$ cat src/rtl/uart_pkg.sv
// Shared UART definitions: receiver state encoding and the bit-period divisor (used by uart_tx too).
package uart_pkg;

  typedef enum logic [2:0] {
    StIdle     = 3'd0,
    StStart    = 3'd1,
    StData     = 3'd2,
    StParity   = 3'd3,
    StStop     = 3'd4,
    StWaitHigh = 3'd5
  } uart_state_e;

  // Clocks per bit, rounded to nearest.
  function automatic int unsigned uart_divisor(input int unsigned clock_hz,
                                               input int unsigned baud);
    return (clock_hz + baud / 2) / baud;
  endfunction

endpackage

$ cat src/rtl/uart_sync.sv
// Two-flop synchronizer for a single asynchronous input.
module uart_sync #(
  parameter logic ResetValue = 1'b1
) (
  input  logic clk_i,
  input  logic rst_ni,
  input  logic d_i,
  output logic q_o
);

  logic [1:0] sync_q;

  always_ff @(posedge clk_i or negedge rst_ni) begin
    if (!rst_ni) begin
      sync_q <= {2{ResetValue}};
    end else begin
      sync_q <= {sync_q[0], d_i};
    end
  end

  assign q_o = sync_q[1];

endmodule

$ cat src/rtl/uart_rx.sv
// UART receiver, 8 data bits LSB first, valid/ready output with overrun detection.
// Define UART_RX_PARITY_EN to add one even-parity bit per frame (8E1); default is 8N1.
module uart_rx
  import uart_pkg::*;
#(
  parameter int unsigned Clock = 50000000,
  parameter int unsigned Baud  = 115200
) (
  input  logic       clock,
  input  logic       reset,
  input  logic       rxd,
  output logic [7:0] data,
  output logic       valid,
  input  logic       ready,
  output logic       frame_err,
  output logic       overrun,
  output logic       parity_err
);

  localparam int unsigned BitClocks  = uart_divisor(Clock, Baud);
  localparam int unsigned HalfClocks = BitClocks / 2;
  localparam int unsigned TimerW     = $clog2(BitClocks + 1);
  localparam logic [TimerW-1:0] TimerBit  = TimerW'(BitClocks);
  localparam logic [TimerW-1:0] TimerHalf = TimerW'(HalfClocks);

`ifdef UART_RX_PARITY_EN
  localparam bit ParityEn = 1'b1;
`else
  localparam bit ParityEn = 1'b0;
`endif

  logic              rx_s;
  uart_state_e       state_q, state_d;
  logic [TimerW-1:0] timer_q, timer_d;
  logic [2:0]        bit_cnt_q, bit_cnt_d;
  logic [7:0]        shift_q, shift_d;
  logic              done_q, done_d;
  logic              par_bad_q, par_bad_d;
  logic              frame_err_q, frame_err_d;
  logic              parity_err_q, parity_err_d;
  logic [7:0]        data_q;
  logic              valid_q, overrun_q;
  logic              tick;

  uart_sync #(
    .ResetValue(1'b1)
  ) u_sync (
    .clk_i (clock),
    .rst_ni(reset),
    .d_i   (rxd),
    .q_o   (rx_s)
  );

  // Timer counts down and expires on 1, so a load of N samples exactly N clocks later.
  assign tick = (timer_q == TimerW'(1));

  always_comb begin
    state_d      = state_q;
    timer_d      = timer_q;
    bit_cnt_d    = bit_cnt_q;
    shift_d      = shift_q;
    par_bad_d    = par_bad_q;
    done_d       = 1'b0;
    frame_err_d  = 1'b0;
    parity_err_d = 1'b0;
    if (state_q != StIdle && state_q != StWaitHigh && !tick) begin
      timer_d = timer_q - 1'b1;
    end
    unique case (state_q)
      StIdle: begin
        if (!rx_s) begin
          state_d   = StStart;
          timer_d   = TimerHalf;
          bit_cnt_d = 3'd0;
          par_bad_d = 1'b0;
        end
      end
      StStart: begin
        if (tick) begin
          timer_d = TimerBit;
          state_d = rx_s ? StIdle : StData;
        end
      end
      StData: begin
        if (tick) begin
          shift_d   = {rx_s, shift_q[7:1]};
          timer_d   = TimerBit;
          bit_cnt_d = bit_cnt_q + 3'd1;
          if (bit_cnt_q == 3'd7) begin
            state_d = ParityEn ? StParity : StStop;
          end
        end
      end
      StParity: begin
        if (tick) begin
          timer_d = TimerBit;
          state_d = StStop;
          if ((^shift_q) ^ rx_s) begin
            parity_err_d = 1'b1;
            par_bad_d    = 1'b1;
          end
        end
      end
      StStop: begin
        if (tick) begin
          if (rx_s) begin
            state_d = StIdle;
            done_d  = !par_bad_q;
          end else begin
            state_d     = StWaitHigh;
            frame_err_d = 1'b1;
          end
        end
      end
      StWaitHigh: begin
        if (rx_s) begin
          state_d = StIdle;
        end
      end
      default: state_d = StIdle;
    endcase
  end

  always_ff @(posedge clock or negedge reset) begin
    if (!reset) begin
      state_q      <= StIdle;
      timer_q      <= '0;
      bit_cnt_q    <= 3'd0;
      shift_q      <= 8'h00;
      done_q       <= 1'b0;
      par_bad_q    <= 1'b0;
      frame_err_q  <= 1'b0;
      parity_err_q <= 1'b0;
    end else begin
      state_q      <= state_d;
      timer_q      <= timer_d;
      bit_cnt_q    <= bit_cnt_d;
      shift_q      <= shift_d;
      done_q       <= done_d;
      par_bad_q    <= par_bad_d;
      frame_err_q  <= frame_err_d;
      parity_err_q <= parity_err_d;
    end
  end

  // A completed byte only replaces data when the previous one is gone or consumed this cycle.
  always_ff @(posedge clock or negedge reset) begin
    if (!reset) begin
      data_q    <= 8'h00;
      valid_q   <= 1'b0;
      overrun_q <= 1'b0;
    end else begin
      overrun_q <= done_q && valid_q && !ready;
      if (done_q && (!valid_q || ready)) begin
        data_q  <= shift_q;
        valid_q <= 1'b1;
      end else if (valid_q && ready) begin
        valid_q <= 1'b0;
      end
    end
  end

  assign data       = data_q;
  assign valid      = valid_q;
  assign frame_err  = frame_err_q;
  assign overrun    = overrun_q;
  assign parity_err = ParityEn & parity_err_q;

endmodule

$ cat config.mk
export PLATFORM = sky130hd
export DESIGN_NAME = uart_rx
export DESIGN_NICKNAME = d
export VERILOG_FILES = /design/src/rtl/uart_pkg.sv /design/src/rtl/uart_sync.sv /design/src/rtl/uart_rx.sv
export SDC_FILE = /design/constraint.sdc
export NUM_CORES = 1
export LEC_CHECK = 0
export BUFFER_PORTS_ARGS = -buffer_cell sky130_fd_sc_hd__buf_4
export CORE_MARGIN = 8
export CORE_UTILIZATION = 40
export CTS_CLUSTER_DIAMETER = 50
export DETAILED_ROUTE_END_ITERATION = 12
export PLACE_DENSITY = 0.62
export SLEW_MARGIN = 20
export SYNTH_ARGS = -nofsm -noshare
export SYNTH_HDL_FRONTEND = slang
export SYNTH_SLANG_ARGS = --single-unit
export TNS_END_PERCENT = 10
$ cat constraint.sdc
create_clock -name clock -period 5.5 [get_ports clock]
set_input_delay 0.275 -clock clock [delete_from_list [all_inputs] [get_ports clock]]
set_output_delay 0.275 -clock clock [all_outputs]
set_load 0.01 [all_outputs]
==> key figures <==
STA
  • Fin crit period: 2250 ps
  • Slew @ Worst Pin: 953 ps
  • Final worst slack: 3250 ps
  • Max Freq: 0.444 GHz
  • Setup TNS Final: 0 ps
  • Pins over their slew limit: 0
  • Clock skew: 5.88 ps
  • Endpoints failing setup: 0
  • Headroom to the max-slew limit: 35.9%
  • Fin crit share: 40.9%
  • Hold Fails Final Rpt: 0
  • RSZ-0062 raised after global routing: false

Floorplan
  • Core Region: 0.00438 sq mm
  • Site Rows: 24
  • Total die area: 0.00701 sq mm
  • Number of I/O pins: 16
  • Die Span X: 83.7 um
  • Initial Utilization: 41.8%
  • Height of the die: 83.7 um

Pwr
  • Comb power frac: 1.9%
  • Share of power burned in registers: 58.0%
  • Cell area power density: 236 mW/mm^2
  • Sw Pwr: 100 uW
  • P_leak: 0.967 nW
  • Sw frac: 20.7%
  • Clock power frac: 40.2%
  • Cell Int Power: 386 uW
  • Peak VDD IR: 0.0000808 V

Placed design
  • Setup WS pre-CTS: 3260 ps
  • Routability cong.: 0.884
  • Port bufs: 14
  • Dpl hpwl: 2.29 mm
  • Placed Instance Area: 0.00196 sq mm

Global routing
  • Tot GR Track Use: 9.78%
  • First-pass GRT wire length: 5.65 mm
  • Total grt overflow: 0
  • Initial antenna violation count: 0
  • Largest net degree at the start of global routing: 39
  • Number of global-route vias before repair: 1,221

Worst hold path
  • HP Class: in2reg
  • WHS Endpoint: u_sync.sync_q[0]
  • Hold path start: rxd
  • Hold path depth: 1

Clock tree
  • CTS tree: done
  • Worst skew pair latency: 290 ps
  • Clk sink count: 38
  • Post-CTS setup buffer count: 0
  • Num CTS Buffers: 5
  • # resized after CTS: 0
  • Clock Tree Root: clkbuf_8
  • Hold-fix buffers at CTS: 1
  • Reg clk slew, reported paths: 70 ps
  • # H-tree levels: 2
  • Clk buf depth: 2

Setup path
  • Crit end category: flip-flop
  • End of the worst register-to-register path: timer_q[1]
  • Critical Path, Cell by Cell: inv_1 -> ha_1 -> or4b_1 -> o22ai_1 -> mux2_2 -> o21ai_0
  • Buf/Inv on CP: 1
  • CP Depth: 6
  • Crit path required time: 5710 ps
  • R2r setup slk: 3250 ps
  • Crit Path Category: reg2reg
  • Max incr delay on CP: 590 ps
  • Critical path fanouts, max: 9
  • FF-to-FF path depth: 6
  • Worst Setup Start Kind: flip-flop
  • Delay-heaviest family, CP: simple AND/OR/NAND/NOR gates
  • WP data arrival: 2460 ps
  • Worst R2R Start: timer_q[1]
  • Max stage delay cell, worst path: or4b_1

Routing
  • DRC viols: 0
  • Via count: 1,161
  • Wire length per cell: 14.4 um
  • Antenna Violating Nets Remaining: 0
  • First DRT Iteration DRCs: 61
  • Drt pass-1 iters: 4
  • DR vias/cell: 5.23
  • Final Routed Wirelength: 3.20 mm

Run status
  • Status: complete, no violations

Logic synthesis
  • Async SR Flop Fraction: 100%
  • Number of flops mapped to enable cells by yosys: 0
  • Seq/Total Area, Yosys: 52.0%
  • Yosys warning count: 0
  • Syn Nets: 163
  • Top_reg_cell synth: dfrtp_1
  • Synth Register Bits: 38
  • Synthesized area per cell: 11.8 sq um
  • Synth unique cells: 42
  • Syn Inst Count: 155
  • Mapped cell area: 0.00183 sq mm

Job
  • MaxCap Viol Count: 0

Cells and area
  • Design area: 0.00206 sq mm
  • Share of layout cells above drive strength 1: 25.3%
  • P&R area growth vs syn: 12.3%
  • # nets final: 177
  • Antenna diodes: 0
metrics by stage:
step / hold slack [ps] / utilization (%) / instances / total power, mW
after CTS: 90.4 / 47.0 / 222 / 0.494
after global placement: 263 / 44.7 / 213 / 0.296
final: 95.5 / 47.0 / 222 / 0.486
after detailed placement: 277 / 44.7 / 213 / 0.296
after floorplan: -20.6 / - / 155 / 0.289
after global routing: 85.1 / 47.0 / 222 / 0.507
layout by cell type, fill, tap and decap left out, types with 2 or more instances in the layout:
cell type | synthesis | routed
dfrtp_1 | 36 | 36
buf_4 | 1 | 14
mux2_2 | 11 | 11
nor2_1 | 9 | 9
nand2_1 | 8 | 8
xor2_1 | 6 | 6
xnor2_1 | 6 | 6
o21ai_0 | 6 | 6
mux2_4 | 6 | 6
clkbuf_8 | 0 | 6
inv_1 | 5 | 5
nand3_1 | 5 | 5
nor3_1 | 4 | 4
ha_1 | 4 | 4
or4_1 | 3 | 3
o221ai_1 | 3 | 3
a21oi_1 | 3 | 3
nor4_1 | 3 | 3
o31ai_1 | 2 | 2
a21boi_0 | 2 | 2
nor3b_1 | 2 | 2
mux2i_1 | 2 | 2
nor4b_1 | 2 | 2
o211ai_1 | 2 | 2
clkbuf_1 | 3 | 2
dfstp_2 | 2 | 2
worst reg2reg max path: stages, from the launching register on:
cell	delay, ps
dfrtp_1	390
inv_1	90
ha_1	150
or4b_1	590
o22ai_1	420
mux2_2	380
o21ai_0	150
Yosys cell counts (2+ instances only):
cell type	count	area, sq um
nor2_1	9	33.8
nor4b_1	2	17.5
o21ai_0	6	30.0
a21boi_0	2	15.0
a21oi_1	3	15.0
mux2i_1	2	20.0
dfrtp_1	36	901
nand3_1	5	25.0
buf_2	3	15.0
ha_1	4	50.1
o221ai_1	3	26.3
or4_1	3	22.5
o211ai_1	2	15.0
o31ai_1	2	15.0
nor3b_1	2	15.0
xor2_1	6	52.6
nand2_1	8	30.0
inv_1	5	18.8
clkbuf_1	3	11.3
xnor2_1	6	52.6
nor3_1	4	20.0
mux2_4	6	90.1
mux2_2	11	124
dfstp_2	2	52.6
nor4_1	3	18.8
state kept, by name (all words and copies together), names as in the netlist:
name           count
valid              1
done_q             1
bit_cnt_q          3
data               8
overrun            1
state_q            3
u_sync.sync_q      2
par_bad_q          1
frame_err          1
timer_q            9
shift_q            8
worst max-delay path by stage:
stage | from | endpoint | slack [ps]
detailed placement | timer_q[1] | timer_q[1] | 3260
floorplan | timer_q[1] | shift_q[2] | 3410
CTS | timer_q[1] | timer_q[1] | 3240
global route | timer_q[1] | timer_q[1] | 3110
global placement | timer_q[1] | timer_q[0] | 3350
finish | timer_q[1] | timer_q[1] | 3250
power by group through the flow:
stage,clock network [mW],logic [mW],registers [mW]
3_3_place_gp,0,0.00875,0.287
5_1_grt,0.215,0.0107,0.282
6_report,0.195,0.00905,0.282
3_5_place_dp,0,0.00918,0.287
2_1_floorplan,0,0.00298,0.286
4_1_cts,0.202,0.00970,0.282
metal layers:
layer | GRT usage (%) | vias to the layer above | wire [um]
li1 | - | 579 | -
met1 | 11.5 | 556 | 1480
met2 | 14.9 | 19 | 1490
met3 | 4.10 | 7 | 157
met4 | 4.87 | 0 | 65
met5 | 0 | - | 0
cell type report:
| class | instances | area, sq um |
|---|---|---|
| Clock buffer | 8 | 90.1 |
| Fill cell | 403 | 2320 |
| Inverter | 5 | 18.8 |
| Multi-Input combinational cell | 104 | 817 |
| Sequential cell | 38 | 953 |
| Tap cell | 52 | 65.1 |
| Timing Repair Buffer | 15 | 115 |
cell families after synthesis:
| kind of cell | count (synthesis) | synth area share (%) |
|---|---|---|
| adders and majority gates | 4 | 2.73 |
| AOI/OAI and AO/OA | 24 | 8.80 |
| buffers and inverters | 13 | 3.48 |
| DFF | 38 | 52.0 |
| and+or+nand+nor | 43 | 13.1 |
| other | 1 | 0.204 |
| xor gates and xnor gates | 13 | 6.96 |
| muxes | 19 | 12.8 |
Note: power is estimated with default switching activity, not from simulation.
